## config.mk

```make
export PLATFORM = sky130hd
export DESIGN_NAME = apb_master_bridge_flat
export DESIGN_NICKNAME = d
export VERILOG_FILES = /design/src/rtl/apb_master_bridge_if.sv /design/src/rtl/apb_master_bridge.sv /design/src/flat_wrapper.sv
export SDC_FILE = /design/constraint.sdc
export NUM_CORES = 1
export LEC_CHECK = 0
export BUFFER_PORTS_ARGS = -buffer_cell sky130_fd_sc_hd__buf_2
export CORE_AREA = 2 2 119 121
export CTS_CLUSTER_SIZE = 10
export DETAILED_ROUTE_END_ITERATION = 12
export DIE_AREA = 0 0 121 123
export PLACE_DENSITY = 0.72
export SLEW_MARGIN = 0
export SYNTH_ARGS = -nofsm -noshare
export SYNTH_HDL_FRONTEND = slang
export SYNTH_SLANG_ARGS = --single-unit
```

## constraint.sdc

```tcl
create_clock -name PCLK -period 2.1 [get_ports PCLK]
set_input_delay 0.105 -clock PCLK [delete_from_list [all_inputs] [get_ports PCLK]]
set_output_delay 0.105 -clock PCLK [all_outputs]
set_load 0.03 [all_outputs]
```

## src/rtl/apb_master_bridge_if.sv

```systemverilog
// CPU-side request/response signals and the shared APB bus of one bridge, grouped.
// The master modport is the bridge's view; the slave modport is the CPU/peripheral side.
interface apb_master_bridge_if #(
    parameter int NUM_SLV = 4
);
    logic                    transfer;
    logic                    write;
    logic [31:0]             addr;
    logic [31:0]             wdata;
    logic [31:0]             rdata;
    logic                    ready;
    logic                    err;
    logic [31:0]             PADDR;
    logic                    PWRITE;
    logic [31:0]             PWDATA;
    logic                    PENABLE;
    logic [NUM_SLV-1:0]      PSEL;
    logic [NUM_SLV*32-1:0]   PRDATA;
    logic [NUM_SLV-1:0]      PREADY;

    modport master (
        input  transfer, write, addr, wdata, PRDATA, PREADY,
        output rdata, ready, err, PADDR, PWRITE, PWDATA, PENABLE, PSEL
    );

    modport slave (
        output transfer, write, addr, wdata, PRDATA, PREADY,
        input  rdata, ready, err, PADDR, PWRITE, PWDATA, PENABLE, PSEL
    );
endinterface

```

## src/rtl/apb_master_bridge.sv

```systemverilog
// Single-outstanding APB3 master: turns CPU requests into SETUP/ACCESS transfers,
// decodes the address to a one-hot PSEL and returns PRDATA/PREADY of the selected slave.
module apb_master_bridge #(
    parameter int          NUM_SLV   = 4,
    parameter logic [31:0] BASE_ADDR = 32'h1000_0000,
    parameter int          TIMEOUT   = 255
) (
    input  logic                  PCLK,
    input  logic                  PRESETn,
    apb_master_bridge_if.master   bus
);

    typedef enum logic [1:0] {
        S_IDLE,
        S_SETUP,
        S_ACCESS,
        S_ERR
    } state_e;

    state_e       state_q, state_d;
    logic [31:0]  paddr_q, paddr_d;
    logic         pwrite_q, pwrite_d;
    logic [31:0]  pwdata_q, pwdata_d;
    logic [3:0]   sel_q, sel_d;
    logic [7:0]   cnt_q, cnt_d;
    logic [31:0]  rdata_q, rdata_d;
    logic         ready_q, ready_d;
    logic         err_q, err_d;

    logic               hit;
    logic [NUM_SLV-1:0] sel_vec;
    logic [31:0]        prdata_sel;
    logic               pready_sel;

    assign hit = (bus.addr[31:16] == BASE_ADDR[31:16]) &&
                 ({1'b0, bus.addr[15:12]} < 5'(NUM_SLV));

    // Only the latched slave's PRDATA/PREADY are visible; the others are ignored.
    always_comb begin
        sel_vec    = '0;
        prdata_sel = '0;
        for (int i = 0; i < NUM_SLV; i++) begin
            if (sel_q == 4'(i)) begin
                sel_vec[i] = 1'b1;
                prdata_sel = bus.PRDATA[32*i +: 32];
            end
        end
    end

    assign pready_sel = |(bus.PREADY & sel_vec);

    // NOTE: every next-state variable gets its default first, so no path leaves one unassigned (no latch).
    always_comb begin
        state_d  = state_q;
        paddr_d  = paddr_q;
        pwrite_d = pwrite_q;
        pwdata_d = pwdata_q;
        sel_d    = sel_q;
        cnt_d    = cnt_q;
        rdata_d  = rdata_q;
        ready_d  = 1'b0;
        err_d    = 1'b0;
        case (state_q)
            S_IDLE: begin
                if (bus.transfer) begin
                    if (hit) begin
                        paddr_d  = bus.addr;
                        pwrite_d = bus.write;
                        pwdata_d = bus.wdata;
                        sel_d    = bus.addr[15:12];
                        state_d  = S_SETUP;
                    end else begin
                        ready_d = 1'b1;
                        err_d   = 1'b1;
                        state_d = S_ERR;
                    end
                end
            end
            S_SETUP: begin
                cnt_d   = '0;
                state_d = S_ACCESS;
            end
            S_ACCESS: begin
                cnt_d = cnt_q + 8'd1;
                if (pready_sel) begin
                    if (!pwrite_q) begin
                        rdata_d = prdata_sel;
                    end
                    ready_d = 1'b1;
                    state_d = S_IDLE;
                end else if (cnt_d == 8'(TIMEOUT)) begin
                    ready_d = 1'b1;
                    err_d   = 1'b1;
                    state_d = S_IDLE;
                end
            end
            S_ERR: begin
                state_d = S_IDLE;
            end
            default: state_d = S_IDLE;
        endcase
    end

    // NOTE: asynchronous active-low reset; state registers use non-blocking assignments only.
    always_ff @(posedge PCLK or negedge PRESETn) begin
        if (!PRESETn) begin
            state_q  <= S_IDLE;
            paddr_q  <= '0;
            pwrite_q <= 1'b0;
            pwdata_q <= '0;
            sel_q    <= '0;
            cnt_q    <= '0;
            rdata_q  <= '0;
            ready_q  <= 1'b0;
            err_q    <= 1'b0;
        end else begin
            state_q  <= state_d;
            paddr_q  <= paddr_d;
            pwrite_q <= pwrite_d;
            pwdata_q <= pwdata_d;
            sel_q    <= sel_d;
            cnt_q    <= cnt_d;
            rdata_q  <= rdata_d;
            ready_q  <= ready_d;
            err_q    <= err_d;
        end
    end

    assign bus.PADDR   = paddr_q;
    assign bus.PWRITE  = pwrite_q;
    assign bus.PWDATA  = pwdata_q;
    assign bus.PENABLE = (state_q == S_ACCESS);
    assign bus.PSEL    = (state_q == S_SETUP || state_q == S_ACCESS) ? sel_vec : '0;
    assign bus.rdata   = rdata_q;
    assign bus.ready   = ready_q;
    assign bus.err     = err_q;

endmodule

```

## src/flat_wrapper.sv

```systemverilog
// flat-port wrapper written by rule: the top's interface ports become plain ports
module apb_master_bridge_flat 
#(
    parameter int          NUM_SLV   = 4,
    parameter logic [31:0] BASE_ADDR = 32'h1000_0000,
    parameter int          TIMEOUT   = 255
)
  (PCLK, PRESETn, bus_transfer, bus_write, bus_addr, bus_wdata, bus_PRDATA, bus_PREADY, bus_rdata, bus_ready, bus_err, bus_PADDR, bus_PWRITE, bus_PWDATA, bus_PENABLE, bus_PSEL);
  apb_master_bridge_if #(.NUM_SLV(NUM_SLV)) bus_i ();
  input  logic PCLK;
  input  logic PRESETn;
  input wire logic [$bits(bus_i.transfer)-1:0] bus_transfer;
  input wire logic [$bits(bus_i.write)-1:0] bus_write;
  input wire logic [$bits(bus_i.addr)-1:0] bus_addr;
  input wire logic [$bits(bus_i.wdata)-1:0] bus_wdata;
  input wire logic [$bits(bus_i.PRDATA)-1:0] bus_PRDATA;
  input wire logic [$bits(bus_i.PREADY)-1:0] bus_PREADY;
  output wire logic [$bits(bus_i.rdata)-1:0] bus_rdata;
  output wire logic [$bits(bus_i.ready)-1:0] bus_ready;
  output wire logic [$bits(bus_i.err)-1:0] bus_err;
  output wire logic [$bits(bus_i.PADDR)-1:0] bus_PADDR;
  output wire logic [$bits(bus_i.PWRITE)-1:0] bus_PWRITE;
  output wire logic [$bits(bus_i.PWDATA)-1:0] bus_PWDATA;
  output wire logic [$bits(bus_i.PENABLE)-1:0] bus_PENABLE;
  output wire logic [$bits(bus_i.PSEL)-1:0] bus_PSEL;
  assign bus_i.transfer = bus_transfer;
  assign bus_i.write = bus_write;
  assign bus_i.addr = bus_addr;
  assign bus_i.wdata = bus_wdata;
  assign bus_i.PRDATA = bus_PRDATA;
  assign bus_i.PREADY = bus_PREADY;
  assign bus_rdata = bus_i.rdata;
  assign bus_ready = bus_i.ready;
  assign bus_err = bus_i.err;
  assign bus_PADDR = bus_i.PADDR;
  assign bus_PWRITE = bus_i.PWRITE;
  assign bus_PWDATA = bus_i.PWDATA;
  assign bus_PENABLE = bus_i.PENABLE;
  assign bus_PSEL = bus_i.PSEL;
  apb_master_bridge #(.NUM_SLV(NUM_SLV), .BASE_ADDR(BASE_ADDR), .TIMEOUT(TIMEOUT)) u_core (.PCLK(PCLK), .PRESETn(PRESETn), .bus(bus_i));
endmodule
```

Word-level counts from Yosys, hierarchy flattened
Cells that the tools add are included.
Cells by class
  $add $sub $neg: 1
  magnitude comparators: 1
  equal/unequal tests: 10
  muxes and demuxes: 22
  bitwise logic cells: 2
  reduce and logical (&&, ||, !) cells: 9
Operators with widths (number)
  2-to-1 mux 32 bit: 4
  == test 16 x 13 -> 1 bit (second input constant): 1
  one-hot mux 8 bit (2 select lines): 1
  2-to-1 mux 1 bit: 9
  adder 8 x 1 -> 8 bit (second input constant): 1
  == test 4 x 2 -> 1 bit (second input constant): 2
  == test 8 bit (second input constant): 1
  2-to-1 mux 2 bit: 4
  one-hot mux 2 bit (4 select lines): 1
  AND reduction 3 bit: 2
  AND 4 bit: 1
  == test 2 bit (second input constant): 2
  == test 4 x 1 -> 1 bit (second input constant): 1
  logical NOT 4 bit: 1
  < comparator 4 x 3 -> 1 bit (second input constant): 1
  2-to-1 mux 4 bit: 1
  one-hot mux 1 bit (2 select lines): 2
  OR reduction 4 bit: 1
  != test 3 x 1 -> 1 bit (second input constant): 1
  == test 2 x 1 -> 1 bit (second input constant): 1
  logical NOT 2 bit: 1
  != test 2 bit (second input constant): 1
  AND reduction 2 bit: 1
  nonzero test 2 bit: 1
  3 further kinds: 3
Word-level totals
  bits in registers: 113
  input bits: 200
  output and inout bits: 104
  word-level logic and storage cells: 54

Logic depth before layout (Yosys ltp)
Gate-level depths: netlist of run 1.
  depth in word-level cells: 6
  depth in mapped cells: 7
  gate-level depth less buffers: 7

Least setup slack after synthesis of run 1
Ideal clock, no wire load.
  path type: reg-to-output
  start: register u_core.sel_q[0]
  end: output bus_PSEL[1]
  arrival time: 1.971 ns
  required time: 1.995 ns
  slack: 0.024 ns
  stages on the path, launching flop included: 5
  buffers on the path: 2
  cell sequence: dfrtp_1 buf_2 nor4b_1 clkbuf_1 and2_1
On the way
  cells in the longest elaborated chain, start to end: 3
RTL lines
  start, declared: line apb_master_bridge.sv:24  | logic [3:0] sel_q, sel_d;
  start signal, assigned: line apb_master_bridge.sv:121  | sel_q <= sel_d;
  == test 4 x 1 -> 1 bit: line apb_master_bridge.sv:43  | if (sel_q == 4'(i)) begin
  2-to-1 mux 1 bit: line apb_master_bridge.sv:43
  2-to-1 mux 4 bit: line apb_master_bridge.sv:133  | assign bus.PSEL = (state_q == S_SETUP || state_q == S_ACCESS) ? sel_vec : '0;
  end, declared: line flat_wrapper.sv:25  | output wire logic [$bits(bus_i.PSEL)-1:0] bus_PSEL;
Every way passes these cells.

==> results of run 1 <==
state kept, by name, indices dropped and copies added (netlist names), 2 cells and up:
register	flops
u_core.state_q	2
u_core.cnt_q	8
u_core.bus.PWDATA	32
u_core.bus.rdata	32
u_core.bus.PADDR	29
u_core.sel_q	3
cell usage after synthesis (2+ instances only):
| master | instances |
|---|---|
| a21oi_1 | 18 |
| a221oi_1 | 13 |
| a22oi_1 | 13 |
| and2_1 | 2 |
| and3_1 | 2 |
| buf_2 | 11 |
| buf_8 | 4 |
| clkbuf_1 | 12 |
| dfrtp_1 | 109 |
| ha_1 | 5 |
| inv_1 | 8 |
| mux2_1 | 40 |
| mux2_2 | 8 |
| mux2i_1 | 41 |
| nand2_1 | 18 |
| nand2b_1 | 2 |
| nand3_1 | 7 |
| nor2_1 | 33 |
| nor2b_1 | 19 |
| nor3_1 | 2 |
| nor4b_1 | 2 |
| o21a_1 | 20 |
| o21ai_0 | 9 |
| o221ai_1 | 21 |
| o22ai_1 | 2 |
| o31ai_1 | 2 |
| or4_1 | 2 |
cells by family after synthesis:
group | share of synthesized area
compound gates | 0.144
xor+xnor | 0.00167
fa+ha+maj | 0.0119
buf+inv | 0.0390
flops | 0.519
mux | 0.181
simple gates | 0.104
report_power, final:
part / leakage [nW] / internal (mW) / switching, mW
Clock: 0.150 / 0.873 / 0.825
Sequential: 1.42 / 2.45 / 0.215
Combinational: 2.54 / 0.987 / 1.59
worst max-delay path by stage:
stage	start	endpoint	slack [ns]	depth (start not counted)
after floorplan	u_core.sel_q[0]$_DFFE_PN0P_	bus_PSEL[1]	0.02	4
after global placement	bus_addr[17]	u_core.bus.PWDATA[13]$_DFFE_PN0P_	0.07	7
after detailed placement	bus_addr[17]	u_core.bus.PADDR[7]$_DFFE_PN0P_	0.03	7
after CTS	u_core.cnt_q[0]$_DFFE_PN0P_	u_core.bus.ready$_DFF_PN0_	0.04	7
after global routing	u_core.cnt_q[0]$_DFFE_PN0P_	u_core.bus.ready$_DFF_PN0_	0.01	7
final	u_core.bus.PADDR[15]$_DFFE_PN0P_	u_core.bus.rdata[28]$_DFFE_PN0P_	0.09	7
worst register-to-register path: stages (launching register included):
cell and delay [ns]:
dfrtp_1 0.40, or3b_1 0.42, o22a_1 0.26, nor3_4 0.23, buf_12 0.15, buf_12 0.14, o221ai_1 0.16, o21a_1 0.15
per-stage QoR:
step                      area (um^2)  power [mW]  hold WS (ns)  setup slack [ns]  utilization
after floorplan                  5260        4.14        -0.191            0.0242            -
after global placement           7100        5.05         0.114            0.0738        0.522
after detailed placement         7100        5.11         0.119            0.0345        0.522
after CTS                        7890        6.91        0.0491            0.0391        0.579
after global routing             7970        7.29        0.0688            0.0108        0.586
final                            7970        6.93        0.0517            0.0897        0.586
cell type report:
type / count / area share
tap: 180 / 0.0283
clock buffer: 10 / 0.0300
multi-input combinational: 302 / 0.295
timing repair buffer: 379 / 0.293
inverter: 8 / 0.00377
sequential: 109 / 0.342
clock inverter: 6 / 0.00816
repair_timing:
action | in CTS | in global routing
hold buffers | 48 | 0
setup buffers | 0 | 2
resized for setup | 0 | 2
endpoints found under the hold margin | 82 | 0
setup endpoints to repair | 0 | 7
per-layer routing:
layer | share of wire | up-vias | GRT usage
met5 | 0 | - | 0
met4 | 0.024 | 0 | 0.0778
met1 | 0.37 | 2457 | 0.244
li1 | - | 2379 | -
met3 | 0.069 | 33 | 0.0411
met2 | 0.54 | 239 | 0.416
==> results by group, run 1 <==
Run status
  – Status: finished clean

Routing
  – Drt drc: 0
  – Vias per cell: 5.14
  – Pre-Repair DR Iteration Count: 5
  – Iter 0 DRT Violations: 274
  – ANT nets after route: 0
  – Routed vias: 5108
  – Routed length per instance: 17.2 um
  – Drt total wl: 17100 um

Power and ir drop
  – PD cells: 870 nW/um^2
  – Leak: 4.11 nW
  – Max IR drop VDD: 0.000444 V

Global route
  – GR Util All Layers: 0.219
  – Congestion Overflow GR: 0
  – Largest net degree at the start of global routing: 53
  – Antenna violations before repair: 0
  – Global-route wire length before repair: 25700 um
  – Vias in the first global route: 5279

STA
  – Headroom to the max-slew limit: 0.652
  – Final hold vios: 0
  – Tmin final: 2.01 ns
  – Worst Skew: 0.00848 ns
  – RSZ-0062 raised after global routing: no
  – Fin. max-slew vios: 0
  – Period utilization: 0.957
  – Total Negative Setup Slacks: 0 ns
  – Final setup viols: 0
  – FMAX: 497 MHz
  – Worst-Margin Slew: 0.522 ns

Worst setup path
  – Critical Path Source Type: flip-flop
  – Worst Path Required: 2.34 ns
  – Kind of critical path: flip-flop to flip-flop
  – CP arrival: 2.25 ns
  – CP endpoint kind: flip-flop
  – Crit path max-delay family: simple AND/OR/NAND/NOR gates
  – Crit path buf inv count: 2
  – Reg2reg path depth: 7
  – CP cell instances: or3b_1 -> o22a_1 -> nor3_4 -> buf_12 -> buf_12 -> o221ai_1 -> o21a_1
  – Crit path largest cell delay: 0.42 ns
  – Most used cell, CP: buf_12
  – Critical R2R Launch: u_core.bus.PADDR[15]$_DFFE_PN0P_
  – Crit Reg-Reg Endpoint: u_core.bus.rdata[28]$_DFFE_PN0P_
  – CP max FO: 18
  – Flop2flop setup slack: 0.09 ns
  – Slowest stage cell, crit path: or3b_1

Placement
  – Port bufs: 303
  – Placed cells: 926
  – Placer congestion estimate: 0.936
  – Hpwl dp: 12500 um

Logic synthesis
  – Synth top area cells: dfrtp_1 52%, mux2_1 8.6%, mux2i_1 7.8%, o221ai_1 3.5%, o21a_1 2.9%
  – Area leader, netlist: dfrtp_1
  – Post-Syn Area: 5260 um^2
  – Post-synth top area share: 0.519
  – Sequential fraction of the synthesis area: 0.519
  – Syn Area/Cell: 11.7 um^2
  – Yosys reg bits: 109
  – Number of enable flip-flop cells after synthesis: 0
  – Yosys cell types: 50
  – Ys async rst share: 1.00
  – YS warnings: 0
  – Mapped Nets: 653
  – Synth Flop Type: dfrtp_1
  – Synth Instances: 448

Hold path
  – Hold Path End: u_core.state_q[0]$_DFFE_PN0P_
  – HP Start: bus_transfer
  – Hold crit path type: input port to flip-flop
  – Hold Path Stages: 3

Die
  – Die ar.: 14900 um^2
  – Cell Rows: 43
  – Die X: 121 um
  – Initial Util: 0.386
  – Ports: 304
  – Total core area: 13600 um^2
  – Die height: 123 um

Clock network
  – CTS Buf Count: 9
  – CTS H-tree depth: 3
  – Clock sink count: 109
  – Worst-skew pair later-pin latency: 0.35 ns
  – Max clock buf depth: 2
  – Clock-pin slew on the worst setup and hold paths: 0.07 ns
  – CTS tree: built
  – CTS Root Cell: clkbuf_16

Final layout
  – Footprint of the multi-input gates: 2350 um^2
  – Leading cell types in the layout, fill and taps excluded: 302 x buf_2, 108 x dfrtp_1, 48 x dlygate4sd3_1, 41 x mux2i_1, 40 x mux2_1
  – Nets@finish: 1014
  – Layout Cells excl Fill: 994
  – Diode count: 0
  – Commonest non-fill, non-tap cell in the layout: buf_2
  – Synth-to-Final Area Change: 51.6%
  – Share of layout cells above drive strength 1: 0.447
  – Fill cell count: 1133
  – FF+latch area: 2730 um^2

Flow run
  – Maxcap violations: 0
Note: power is estimated with default switching activity, not from simulation.
==> run 2: changes to the inputs <==
- CELL_PAD_IN_SITES_DETAIL_PLACEMENT: unset -> 0
- CELL_PAD_IN_SITES_GLOBAL_PLACEMENT: unset -> 1
- CORE_AREA: 2 2 119 121 -> unset
- CORE_ASPECT_RATIO: unset -> 2
- CORE_UTILIZATION: unset -> 32
- DIE_AREA: 0 0 121 123 -> unset
- PLACE_DENSITY: 0.72 -> unset
- PLACE_DENSITY_LB_ADDON: unset -> 0.1
==> results by group, run 2 (synthesized netlist as in run 1, its figures left out) <==
Run status
  – Status: finished clean

Final layout
  – Leading cell types in the layout, fill and taps excluded: 302 x buf_2, 106 x dfrtp_1, 48 x dlygate4sd3_1, 41 x mux2i_1, 40 x mux2_1
  – Fill cell count: 1552
  – Nets@finish: 1013
  – Share of layout cells above drive strength 1: 0.454
  – FF+latch area: 2730 um^2
  – Synth-to-Final Area Change: 51.6%
  – Commonest non-fill, non-tap cell in the layout: buf_2
  – Footprint of the multi-input gates: 2380 um^2
  – Final Core Density: 0.492

Global route
  – Global-route wire length before repair: 28200 um
  – GR Util All Layers: 0.220
  – Largest net degree at the start of global routing: 110
  – Congestion Overflow GR: 0
  – Antenna violations before repair: 5
  – Vias in the first global route: 5347

Die
  – Die ar.: 17000 um^2
  – Initial Util: 0.325
  – Ports: 304
  – Die height: 183 um
  – Die X: 92.6 um
  – Total core area: 16200 um^2
  – Cell Rows: 66

Worst setup path
  – Critical Path Source Type: flip-flop
  – CP endpoint: bus_PSEL[3]
  – Crit. Startpoint: u_core.bus.PADDR[15]$_DFFE_PN0P_
  – Kind of critical path: flip-flop to primary output
  – Flop2flop setup slack: 0.10 ns
  – CP arrival: 1.94 ns
  – Worst Path Required: 2.00 ns
  – Crit Reg-Reg Endpoint: u_core.bus.rdata[4]$_DFFE_PN0P_
  – CP max FO: 14
  – CP endpoint kind: primary output
  – Critical R2R Launch: u_core.sel_q[2]$_DFFE_PN0P_
  – Reg2reg path depth: 7

Clock network
  – Clock-pin slew on the worst setup and hold paths: 0.08 ns
  – CTS Root Cell: clkbuf_16
  – CTS tree: built
  – Clock sink count: 109
  – Worst-skew pair later-pin latency: 0.36 ns
  – Max clock buf depth: 2
  – CTS Buf Count: 9
  – CTS H-tree depth: 3

STA
  – Worst-Margin Slew: 0.873 ns
  – Final setup viols: 0
  – Hold WS: 0.0526 ns
  – Headroom to the max-slew limit: 0.415
  – Tmin final: 2.04 ns
  – FMAX: 490 MHz
  – Final WS setup: 0.0582 ns
  – Final hold vios: 0
  – Worst Skew: 0.00762 ns
  – RSZ-0062 raised after global routing: yes
  – Period utilization: 0.972
  – Fin. max-slew vios: 0
  – Total Negative Setup Slacks: 0 ns

Routing
  – Drt total wl: 18600 um
  – Routed vias: 5065
  – Routed length per instance: 18.2 um
  – Iter 0 DRT Violations: 120
  – Pre-Repair DR Iteration Count: 7
  – Drt drc: 0
  – ANT nets after route: 0
  – Vias per cell: 4.96

Placement
  – Pre-CTS WS: -0.0324 ns
  – Hpwl dp: 13900 um
  – Port bufs: 303
  – Placer congestion estimate: 0.824

Flow run
  – Maxcap violations: 0

Power and ir drop
  – Max IR drop VDD: 0.000568 V
  – Leak: 4.08 nW
  – PD cells: 855 nW/um^2

Hold path
  – Hold crit path type: input port to flip-flop
  – Hold Path Stages: 3
==> run 2: cell count changes in the layout (fill, tap and decap cells not counted), sizes merged <==
cell,delta
diode,+5
clkbuf,-2
clkinvlp,+2
bufbuf,+1
clkinv,-1
inv,-1
==> run 2: metrics by stage <==
stage,instances,total power [mW],cell area [um^2]
2_1_floorplan,448,4.14,5260
3_3_place_gp,947,5.04,7100
3_5_place_dp,947,5.08,7100
4_1_cts,1015,6.92,7930
5_1_grt,1022,7.20,7970
6_report,1022,6.81,7970
==> run 2: worst min path at each step <==
stage,endpoint,slack (ns),start
after global placement,u_core.bus.rdata[17]$_DFFE_PN0P_,0.22,PRESETn
after detailed placement,u_core.bus.rdata[17]$_DFFE_PN0P_,0.24,PRESETn
after global routing,u_core.state_q[0]$_DFFE_PN0P_,0.07,bus_transfer
after CTS,u_core.bus.rdata[13]$_DFFE_PN0P_,0.04,bus_PRDATA[109]
after floorplan,u_core.bus.PADDR[0]$_DFFE_PN0P_,-0.19,PRESETn
final,u_core.bus.rdata[13]$_DFFE_PN0P_,0.05,bus_PRDATA[109]
==> run 2: what timing repair did <==
item,in CTS,in global routing
hold buffers,48,0
endpoints found under the setup margin,6,33
buffers inserted,3,2
gates cloned,1,0
pin swaps,2,1
gates resized for setup,3,4
hold endpoints to repair,156,0
==> run 2: final cells by class <==
cell class,instances,area share
antenna,5,0.00157
clock buffer,10,0.0300
clock inverter,6,0.00581
inverter,8,0.00377
multi-input combinational,302,0.298
sequential,109,0.343
tap,204,0.0320
timing repair buffer,378,0.286
==> run 2: per-layer routing <==
| metal | vias up | part of all wire | track usage |
|---|---|---|---|
| met1 | 2437 | 0.33 | 0.215 |
| met5 | - | 0 | 0 |
| met2 | 207 | 0.57 | 0.422 |
| li1 | 2380 | - | - |
| met4 | 0 | 0.042 | 0.126 |
| met3 | 41 | 0.055 | 0.0390 |
==> run 2: where the power goes <==
part           internal [mW]  switching (mW)  leakage [nW]
Clock                  0.847           0.821         0.136
Sequential              2.45           0.194          1.41
Combinational          0.942            1.56          2.53
==> run 2: critical path, cell delays in order (launching register included) <==
cell and delay (ns):
dfrtp_1 0.43, buf_4 0.16, buf_4 0.14, nor4bb_4 0.26
buf_4 0.25, and2_1 0.15, buf_2 0.20
==> run 3: changes to the inputs <==
- PLACE_DENSITY_LB_ADDON: 0.1 -> 0.15
==> results by group, run 3 (synthesized netlist as in run 1, its figures left out) <==
Worst setup path
  – Flop2flop setup slack: 0.09 ns
  – Reg2reg path depth: 8
  – CP endpoint: u_core.bus.rdata[29]$_DFFE_PN0P_
  – Crit. Startpoint: u_core.bus.PADDR[15]$_DFFE_PN0P_
  – CP max FO: 26
  – Crit Reg-Reg Endpoint: u_core.bus.rdata[29]$_DFFE_PN0P_
  – Critical R2R Launch: u_core.bus.PADDR[15]$_DFFE_PN0P_
  – CP arrival: 2.28 ns
  – CP endpoint kind: flip-flop
  – Worst Path Required: 2.37 ns
  – Kind of critical path: flip-flop to flip-flop
  – Critical Path Source Type: flip-flop

STA
  – Final setup viols: 0
  – Fin. max-slew vios: 0
  – Worst Skew: 0.00614 ns
  – Period utilization: 0.956
  – Headroom to the max-slew limit: 0.469
  – FMAX: 498 MHz
  – Worst-Margin Slew: 0.793 ns
  – Final hold vios: 0
  – Tmin final: 2.01 ns

Final layout
  – Layout Cells excl Fill: 1026
  – Fill cell count: 1577
  – FF+latch area: 2730 um^2
  – Footprint of the multi-input gates: 2370 um^2
  – Leading cell types in the layout, fill and taps excluded: 302 x buf_2, 105 x dfrtp_1, 48 x dlygate4sd3_1, 41 x mux2i_1, 40 x mux2_1
  – Commonest non-fill, non-tap cell in the layout: buf_2
  – Layout Cell Area excl Fill: 8050 um^2
  – Share of layout cells above drive strength 1: 0.458
  – Synth-to-Final Area Change: 53.0%
  – Nets@finish: 1021

Routing
  – Routed vias: 5065
  – Drt total wl: 18100 um
  – Iter 0 DRT Violations: 114
  – Vias per cell: 4.94
  – Routed length per instance: 17.6 um
  – Drt drc: 0
  – Pre-Repair DR Iteration Count: 6
  – ANT nets after route: 0

Die
  – Cell Rows: 66
  – Total core area: 16200 um^2
  – Die height: 183 um
  – Die ar.: 17000 um^2
  – Initial Util: 0.325
  – Die X: 92.6 um
  – Ports: 304

Run status
  – Status: finished clean

Clock network
  – CTS H-tree depth: 3
  – Clock sink count: 109
  – Max clock buf depth: 2
  – CTS Root Cell: clkbuf_16
  – CTS Buf Count: 9
  – CTS tree: built
  – Clock-pin slew on the worst setup and hold paths: 0.07 ns
  – Worst-skew pair later-pin latency: 0.35 ns

Placement
  – Placed cell areas: 7140 um^2
  – Placer congestion estimate: 0.863
  – Hpwl dp: 13600 um
  – Placed cells: 951
  – Port bufs: 303

Flow run
  – Maxcap violations: 0

Global route
  – Global-route wire length before repair: 26700 um
  – Largest net degree at the start of global routing: 53
  – Congestion Overflow GR: 0
  – Antenna violations before repair: 1
  – Vias in the first global route: 5185
  – GR Util All Layers: 0.206

Power and ir drop
  – Final Power: 6.83 mW
  – Leak: 4.14 nW
  – Max IR drop VDD: 0.000727 V
  – PD cells: 849 nW/um^2

Hold path
  – Hold crit path type: input port to flip-flop
## run 3: changes by cell type in the layout (fill, tap and decap cells not counted), moves of 2 or more
cell,before,now
buf_4,23,27
clkbuf_16,9,12
clkinvlp_4,2,0
diode_2,5,1
## run 3: metal layers
| metal | vias to the layer above | global-route usage | wire (um) |
|---|---|---|---|
| met4 | 0 | 0.0757 | 425 |
| met1 | 2416 | 0.211 | 6300 |
| met2 | 225 | 0.399 | 10100 |
| met5 | - | 0 | 0 |
| met3 | 25 | 0.0431 | 1240 |
| li1 | 2399 | - | - |
## run 3: worst min-delay path by stage
stage                    start                           endpoint  slack, ns  depth (start not counted)
3_5_place_dp           PRESETn  u_core.bus.PWDATA[17]$_DFFE_PN0P_       0.13                          1
4_1_cts           bus_transfer      u_core.state_q[0]$_DFFE_PN0P_       0.05                          3
6_report          bus_transfer      u_core.state_q[0]$_DFFE_PN0P_       0.07                          3
2_1_floorplan          PRESETn    u_core.bus.PADDR[0]$_DFFE_PN0P_      -0.19                          0
3_3_place_gp           PRESETn    u_core.bus.PADDR[1]$_DFFE_PN0P_       0.12                          1
5_1_grt        bus_PRDATA[107]   u_core.bus.rdata[11]$_DFFE_PN0P_       0.07                          3
## run 3: power breakdown
group | internal [mW] | total [mW] | switching (mW)
registers | 2.45 | 2.65 | 0.199
clock network | 0.816 | 1.62 | 0.802
logic | 0.969 | 2.57 | 1.60
## run 3: final cells by class
type | instances | area share
inverters | 8 | 0.00373
flip-flops and latches | 109 | 0.340
diodes | 1 | 0.000311
repair buffers | 386 | 0.296
clock inverters | 6 | 0.00560
well taps | 204 | 0.0317
clock buffers | 10 | 0.0285
multi-input cells | 302 | 0.295
## run 3: metrics by stage
step                setup slack [ns]  TNS (ns)  hold WS, ns   util
global route                -0.00745  -0.00745       0.0728  0.497
floorplan                     0.0242         0       -0.191      -
detailed placement           -0.0184    -0.134        0.128  0.441
global placement             -0.0218    -0.233        0.117  0.441
CTS                          0.00907         0       0.0490  0.488
finish                        0.0931         0       0.0689  0.497
## run 3: critical path, stage by stage, from the launching register on
cell	delay, ns
dfrtp_1	0.42
or3b_1	0.41
o22a_2	0.28
nor3_4	0.20
buf_4	0.15
buf_4	0.12
clkbuf_16	0.19
nor2_1	0.05
a21oi_1	0.10
## run 3: timing repair
action,4_1_cts,5_1_grt
buffers inserted,0,7
setup endpoints to repair,0,32
resized for setup,0,7
endpoints found under the hold margin,85,0
hold buffers,48,0
